--- src/rtl/ram_arb_pkg.sv ---
// Shared types for the image-buffer RAM arbiter: FSM states, grant owner,
// and the address-width helper.
package ram_arb_pkg;

    typedef enum logic [1:0] {
        IDLE  = 2'd0,
        WRITE = 2'd1,
        READ  = 2'd2
    } arb_state_t;

    typedef enum logic {
        OWNER_WRITE = 1'b0,
        OWNER_READ  = 1'b1
    } owner_t;

    // Address bits needed to cover a RAM of the given depth (at least one bit).
    function automatic int adr_bits(input int depth);
        return (depth > 1) ? $clog2(depth) : 1;
    endfunction

endpackage

--- src/rtl/ram_rr_arb2.sv ---
// Two-way round-robin pick between the pixel writer and the CNN reader.
// pick is one-hot: bit 0 = writer, bit 1 = reader, 0 = nobody asked.
module ram_rr_arb2 (
    input  logic       wr_req,
    input  logic       rd_req,
    input  logic       last_was_read,
    output logic [1:0] pick
);

    // On contention the side that did not win last time gets the slot.
    always_comb begin
        pick = 2'b00;
        if (wr_req && rd_req) begin
            pick = last_was_read ? 2'b01 : 2'b10;
        end else if (wr_req) begin
            pick = 2'b01;
        end else if (rd_req) begin
            pick = 2'b10;
        end
    end

endmodule

--- src/rtl/ram_access_arbiter.sv ---
// Shares one single-port image-buffer RAM between the stream pixel loader
// (writer) and the CNN engine (reader). One access every two cycles; every
// strobe is a register updated together with the state, so nothing on the
// outputs depends combinationally on the request inputs.
module ram_access_arbiter
    import ram_arb_pkg::*;
#(
    parameter  int WORD_SIZE   = 8,
    parameter  int LENGTH_SIZE = 784,
    localparam int ADR_SIZE    = adr_bits(LENGTH_SIZE)
) (
    input  logic                 clk,
    input  logic                 rst,
    input  logic                 wrReq,
    input  logic [ADR_SIZE-1:0]  wrAdr,
    input  logic [WORD_SIZE-1:0] wrData,
    output logic                 wrGnt,
    input  logic                 rdReq,
    input  logic [ADR_SIZE-1:0]  rdAdr,
    output logic                 rdGnt,
    output logic [WORD_SIZE-1:0] rdData,
    output logic                 rdValid,
    output logic                 adrErr,
    output logic                 ramRd,
    output logic                 ramWr,
    output logic [ADR_SIZE-1:0]  ramAdr,
    output logic [WORD_SIZE-1:0] ramDataIn,
    input  logic [WORD_SIZE-1:0] ramDataOut
);

    // One extra bit so a power-of-two depth does not wrap the limit to zero.
    localparam logic [ADR_SIZE:0] ADR_LIMIT = LENGTH_SIZE[ADR_SIZE:0];

    arb_state_t state;
    owner_t     last_gnt;
    logic [1:0] pick;
    logic       wr_in_range;
    logic       rd_in_range;

    ram_rr_arb2 u_pick (
        .wr_req        (wrReq),
        .rd_req        (rdReq),
        .last_was_read (last_gnt == OWNER_READ),
        .pick          (pick)
    );

    // Range check of the requested addresses, unsigned.
    always_comb begin
        wr_in_range = ({1'b0, wrAdr} < ADR_LIMIT);
        rd_in_range = ({1'b0, rdAdr} < ADR_LIMIT);
    end

    // Arbiter FSM: IDLE picks and latches, WRITE/READ last one cycle each.
    always_ff @(posedge clk) begin
        if (rst) begin
            state     <= IDLE;
            last_gnt  <= OWNER_READ;
            wrGnt     <= 1'b0;
            rdGnt     <= 1'b0;
            rdValid   <= 1'b0;
            adrErr    <= 1'b0;
            ramRd     <= 1'b0;
            ramWr     <= 1'b0;
            ramAdr    <= '0;
            ramDataIn <= '0;
            rdData    <= '0;
        end else begin
            // Strobes are single-cycle pulses unless re-armed below.
            wrGnt   <= 1'b0;
            rdGnt   <= 1'b0;
            rdValid <= 1'b0;
            adrErr  <= 1'b0;
            ramRd   <= 1'b0;
            ramWr   <= 1'b0;
            case (state)
                IDLE: begin
                    if (pick[0]) begin
                        state     <= WRITE;
                        wrGnt     <= 1'b1;
                        ramAdr    <= wrAdr;
                        ramDataIn <= wrData;
                        if (wr_in_range) ramWr  <= 1'b1;
                        else             adrErr <= 1'b1;
                    end else if (pick[1]) begin
                        state  <= READ;
                        rdGnt  <= 1'b1;
                        ramAdr <= rdAdr;
                        if (rd_in_range) ramRd  <= 1'b1;
                        else             adrErr <= 1'b1;
                    end
                end
                WRITE: begin
                    state    <= IDLE;
                    last_gnt <= OWNER_WRITE;
                end
                READ: begin
                    state    <= IDLE;
                    last_gnt <= OWNER_READ;
                    // RAM output is only driven while ramRd is high.
                    if (ramRd) begin
                        rdData  <= ramDataOut;
                        rdValid <= 1'b1;
                    end
                end
                default: state <= IDLE;
            endcase
        end
    end

endmodule
--- config.mk ---
export PLATFORM = sky130hd
export DESIGN_NAME = ram_access_arbiter
export DESIGN_NICKNAME = d
export VERILOG_FILES = /design/src/rtl/ram_arb_pkg.sv /design/src/rtl/ram_rr_arb2.sv /design/src/rtl/ram_access_arbiter.sv
export SDC_FILE = /design/constraint.sdc
export NUM_CORES = 1
export LEC_CHECK = 0
export CAP_MARGIN = 0
export CORE_ASPECT_RATIO = 1.2
export CORE_UTILIZATION = 35
export DETAILED_ROUTE_END_ITERATION = 8
export PLACE_DENSITY_LB_ADDON = 0.25
export SLEW_MARGIN = 20
export SYNTH_ARGS = -nofsm -noshare
export SYNTH_HDL_FRONTEND = slang
export SYNTH_HIERARCHICAL = 1
export SYNTH_SLANG_ARGS = --single-unit
--- constraint.sdc ---
create_clock -name clk -period 1.2 [get_ports clk]
set_input_delay 0.12 -clock clk [delete_from_list [all_inputs] [get_ports clk]]
set_output_delay 0.12 -clock clk [all_outputs]
set_load 0.01 [all_outputs]
**Word level (Yosys, flattened, before mapping)**

Cells that the tools add are included.

- Register bits after elaboration: 35
- Word-level logic and storage cells: 50

- Bitwise gates (word level): 4
- Reductions and logical operators: 12
- $lt $le $gt $ge: 2
- Multiplexer cells: 18
- Eq/ne operators: 2

Operators by type and width:

| operator | count |
|---|---|
| less-than comparator 10 bit, second input constant | 2 |
| two-way mux 10 bit | 2 |
| two-way mux 1 bit | 11 |
| two-way mux 2 bit | 4 |
| AND reduction 2 bit | 3 |
| OR reduction 3 bit | 2 |
| NOT 1 bit | 4 |
| nonzero test 2 bit | 2 |
| OR reduction 2 bit | 2 |
| OR reduction 4 bit | 1 |
| == test 2 x 1 -> 1 bit, second input constant | 1 |
| == test 2 bit, second input constant | 1 |
| logical NOT 2 bit | 1 |
| one-hot mux 1 bit (2 select lines) | 1 |
| logical AND 1 bit | 1 |

**Depth between registers and ports, before layout**

Gate-level depths: netlist of run 1.

- Word-level depth: 5
- Depth in mapped cells: 6
- Gate-level depth less buffers: 5

**Modules after synthesis**

Netlist of run 1, hierarchy kept.

Modules (own cells, without submodules):

| module | cells an instance | times used | area each (sq um) | seq. area each (sq um) |
|---|---|---|---|---|
| ram_access_arbiter | 149 | 1 | 1405.1 | 700.7 |
| ram_rr_arb2 | 3 | 1 | 18.8 | 0.0 |

**Worst setup path before layout of run 1**

OpenSTA, ideal clock, no wires.

- Kind: register -> register
- Start point: register last_gnt
- End point: register ramAdr[0]
- Arrival: 1.106 ns
- Required time: 1.064 ns
- Slack: -0.041 ns
- Cell stages (with the launch flop): 6
- Setup time: 0.136 ns
- Cells stage by stage: dfxtp_1 inv_1 a21boi_1 buf_6 mux2i_1 a211oi_2

- Longest elaborated chain between the ends: 4
- Elaborated cells between the ends (all ways): 5
- Those cells by class: mux (3); reduce/logical (2)

RTL lines:

| what | RTL line | source |
|---|---|---|
| from (decl) | ram_access_arbiter.sv:35 | `owner_t last_gnt;` |
| from (signal assigned) | ram_access_arbiter.sv:57 | `last_gnt <= OWNER_READ;` |
| from (signal assigned) | ram_access_arbiter.sv:94 | `last_gnt <= OWNER_WRITE;` |
| from (signal assigned) | ram_access_arbiter.sv:98 | `last_gnt <= OWNER_READ;` |
| two-way mux 2 bit (*) | ram_rr_arb2.sv:14 | `pick = last_was_read ? 2'b01 : 2'b10;` |
| two-way mux 2 bit (*) | ram_rr_arb2.sv:13 | `if (wr_req && rd_req) begin` |
| net pick[0] | ram_access_arbiter.sv:36 | `logic [1:0] pick;` |
| nonzero test 2 bit (no line) | n/a |  |
| AND reduction 2 bit (no line) | n/a |  |
| to (signal assigned) | ram_access_arbiter.sv:80 | `ramAdr <= wrAdr;` |
| to (signal assigned) | ram_access_arbiter.sv:87 | `ramAdr <= rdAdr;` |
| to (decl) | ram_access_arbiter.sv:26 | `output logic [ADR_SIZE-1:0] ramAdr,` |

Mark *: on every way through the listed nets, which the timed path passes. The rest lies on a longest branch.
A chain may end at the register's enable or synchronous reset.

**Worst setup path after layout of run 1**

- Start point: register last_gnt
- End point: register ramAdr[9]

Same word-level chain as after synthesis.

==> results of run 1 <==
==> synth_stat cells (2+ instances only) <==
master | instances | area (µm²)
buf_2 | 6 | 30.0
dfxtp_1 | 35 | 701
nor3b_1 | 2 | 15.0
mux2i_1 | 10 | 100
ha_1 | 2 | 25.0
a211oi_2 | 10 | 125
nand3_1 | 16 | 80.1
inv_1 | 4 | 15.0
a21boi_0 | 2 | 15.0
a21oi_1 | 17 | 85.1
nor4_1 | 2 | 12.5
nand2_1 | 19 | 71.3
nor2_1 | 13 | 48.8
nor2b_1 | 2 | 12.5
==> path summary, 6_finish.rpt <==
path / to / slack, ns / depth (start not counted)
worst min register to register: ramDataIn[5] / 0.45 / 2
worst max-delay path: ramAdr[9] / -0.09 / 6
worst max register to register: ramAdr[9] / -0.09 / 6
worst min-delay path: rdGnt / 0.38 / 3
==> power by group through the flow <==
| stage | Sequential [mW] | Combinational, mW | Clock, mW |
|---|---|---|---|
| finish | 1.30 | 0.932 | 0.909 |
| detailed placement | 1.32 | 0.752 | 0 |
| global placement | 1.32 | 0.745 | 0 |
| CTS | 1.29 | 0.907 | 0.936 |
| global route | 1.31 | 0.995 | 0.986 |
| floorplan | 1.35 | 0.308 | 0 |
==> flip-flops by register name, indices dropped and copies added, names as in the netlist <==
name and flops:
ramAdr 10, ramDataIn 8, rdData 8, state 2, adrErr 1, last_gnt 1
ramRd 1, ramWr 1, rdGnt 1, rdValid 1, wrGnt 1
==> layer usage <==
metal	vias to the layer above	track usage
li1	703	-
met1	629	0.217
met2	47	0.314
met3	8	0.0523
met4	0	0.0801
met5	-	0
==> area by class of cell <==
class	instances	share of cell area
Timing Repair Buffer	92	0.355
Multi-Input combinational cell	103	0.312
Sequential cell	35	0.265
Clock buffer	8	0.0377
Tap cell	54	0.0255
Inverter	4	0.00566
==> logic make-up after synthesis <==
group | Yosys count | share of synthesized area
compound gates | 33 | 0.181
fa+ha+maj | 2 | 0.0176
buf+inv | 14 | 0.0501
flops | 35 | 0.492
mux | 10 | 0.0703
simple gates | 58 | 0.189
==> repair_timing <==
action / in CTS / in global routing
cloned: 3 / 0
pin swaps: 3 / 7
endpoints found under the setup margin: 62 / 31
setup buffers: 4 / 1
resized for setup: 66 / 20
hold endpoints to repair: 0 / 0
==> worst min-delay path: stages <==
cell and delay [ns]:
dlymetal6s2s_1 0.16, a21boi_4 0.16, and2_4 0.16
==> through the flow <==
step,setup TNS (ns),worst slack [ns],utilization
CTS,-0.675,-0.0888,0.663
finish,-0.684,-0.0864,0.679
detailed placement,-8.78,-0.452,0.586
floorplan,0,0.0187,-
global placement,-8.52,-0.428,0.586
global route,-1.77,-0.138,0.679
==> run_results.csv, run 1 <==
group,metric,value,unit
placed_design,dpl.hpwl,2.54,mm
worst_setup_path,slowest_stage,"dfxtp_2",
layout,n_antenna_cell,0,
placed_design,dpl_cell_area,0.00229,mm²
placed_design,portBuffers,71,
timing,drv_slew,0,
global_routing,grt_pass1_wl,6.04,mm
yosys,ys_warn_count,6,
power_and_ir_drop,p_sw_frac,0.266,
layout,final_common_cell,"clkdlybuf4s50_1",
worst_setup_path,crit_path_start_kind,"flop",
yosys,ys_ff_latch,35,
floorplanning,core-area,0.00391,mm²
timing,min_period,1.29,ns
timing,worst-slew-pin-transition,0.293,ns
global_routing,grt_pass1_vias,1371,
routing,drt-initial-drc-count,56,
clock_network,clock-sinks,35,
outcome,status,"finished, violations left",
timing,timing.hold.ws,0.379,ns
yosys,synth-edff-count,0,
routing,routed_wl,3.86,mm
worst_setup_path,cpPeakStageDelay,0.35,ns
layout,nNetsFinal,283,
clock_network,clk_pin_slew_worst_paths,0.06,ns
routing,wl_met1,1.59,mm
worst_setup_path,cp-startpoint,"last_gnt",
worst_setup_path,cp.required,1.37,ns
power_and_ir_drop,p_int,2.30,mW
layout,fill_cells,319,
layout,syn2layout_area_growth,86.4,%
clock_network,h-tree-depth,2,
layout,multi_input_area,827,µm²
placed_design,placed_cells,281,
worst_setup_path,crit_path_cell_trace,"inv_2 -> a21boi_4 -> buf_6 -> buf_12 -> mux2i_2 -> a211oi_2",
clock_network,cts_tree,"yes",
flow_run,drv_cap,0,
routing,dr.pass1.iters,4,
floorplanning,ioPinCount,72,
timing,hold_viol,0,
layout,final_cells,296,
routing,route.met3.wl,158,µm
yosys,synth_async_sr_flop_share,0,
outcome,violations,"negative setup slack",
yosys,synth_fp_nets,194,
power_and_ir_drop,switchingPower,836,µW
floorplanning,die_w,60.2,µm
global_routing,grt_max_degree,15,
routing,drt.antenna.violating_nets,0,
floorplanning,dieArea,0.00433,mm²
timing,grt_setup_unrepaired,"yes",
routing,top_layer,"met4",
timing,finalCritPeriodShare,1.07,
worst_setup_path,endpoint_kind,"flop",
hold_path,min-delay-start,"rdReq",
global_routing,grt_antenna_before_repair,0,
timing,setup_viol,13,
yosys,syn_area,0.00142,mm²
routing,drc,0,
layout,final_cell_mix,"37 x clkdlybuf4s50_1, 33 x dfxtp_1, 33 x dlygate4sd2_1, 18 x nand2_1, 17 x a21oi_1",
yosys,synth-seq-area-share,0.492,
power_and_ir_drop,p_leak,1.14,nW
yosys,avgSynthCellArea,9.37,µm²
global_routing,grt_use_total,0.187,
worst_setup_path,path_delay_family,"buffers and inverters",
placed_design,place_congestion,0.751,
floorplanning,die_h,71.9,µm
layout,layout-drive-gt1-share,0.264,
floorplanning,initial_core_util,0.364,
timing,relSlewSlack,0.803,
layout,postLayoutCellArea,0.00265,mm²
worst_setup_path,critPathMaxFanout,5,
power_and_ir_drop,sequentialPowerShare,0.414,
global_routing,overflow,0,
power_and_ir_drop,p_comb_frac,0.297,
yosys,synth_cell_types,26,
worst_setup_path,path_class,"reg -> reg",
yosys,synth_flop_cell,"dfxtp_1",
floorplanning,rows,25,
worst_setup_path,worst_r2r_startpoint,"last_gnt",
clock_network,numCtsBuffers,5,
timing,finClkSkew,0.00134,ns
routing,dr_wl_met2,2.03,mm
clock_network,cts_hold_buf,0,
routing,via_per_inst,4.69,
hold_path,hp-class,"in -> reg",
routing,vias,1387,
power_and_ir_drop,ir_drop,0.000749,V
clock_network,clockBufferDepth,2,
timing,clock.fmax,777,MHz
worst_setup_path,critPathBufInv,3,
power_and_ir_drop,total_power,3.14,mW
power_and_ir_drop,clockPowerShare,0.289,
yosys,synthCells,152,
clock_network,root_buffer,"clkbuf_8",
power_and_ir_drop,power.density,1180,mW/mm²
worst_setup_path,crit_arrival,1.45,ns
timing,setup_ws,-0.0864,ns
layout,seq_area,703,µm²
routing,wl_per_cell,13.0,µm
clock_network,clk_latency,0.28,ns
Power figures use the tool's default switching activity.
==> inputs of run 2 (changes only) <==
--- a/config.mk
+++ b/config.mk
@@ -8,6 +8,7 @@
 export CAP_MARGIN = 0
 export CORE_ASPECT_RATIO = 1.2
 export CORE_UTILIZATION = 35
+export CTS_CLUSTER_SIZE = 8
 export DETAILED_ROUTE_END_ITERATION = 8
 export PLACE_DENSITY_LB_ADDON = 0.25
 export SLEW_MARGIN = 20
==> results of run 2 <==
Same layout as run 1: the final DEF is identical, and so are final timing and power.
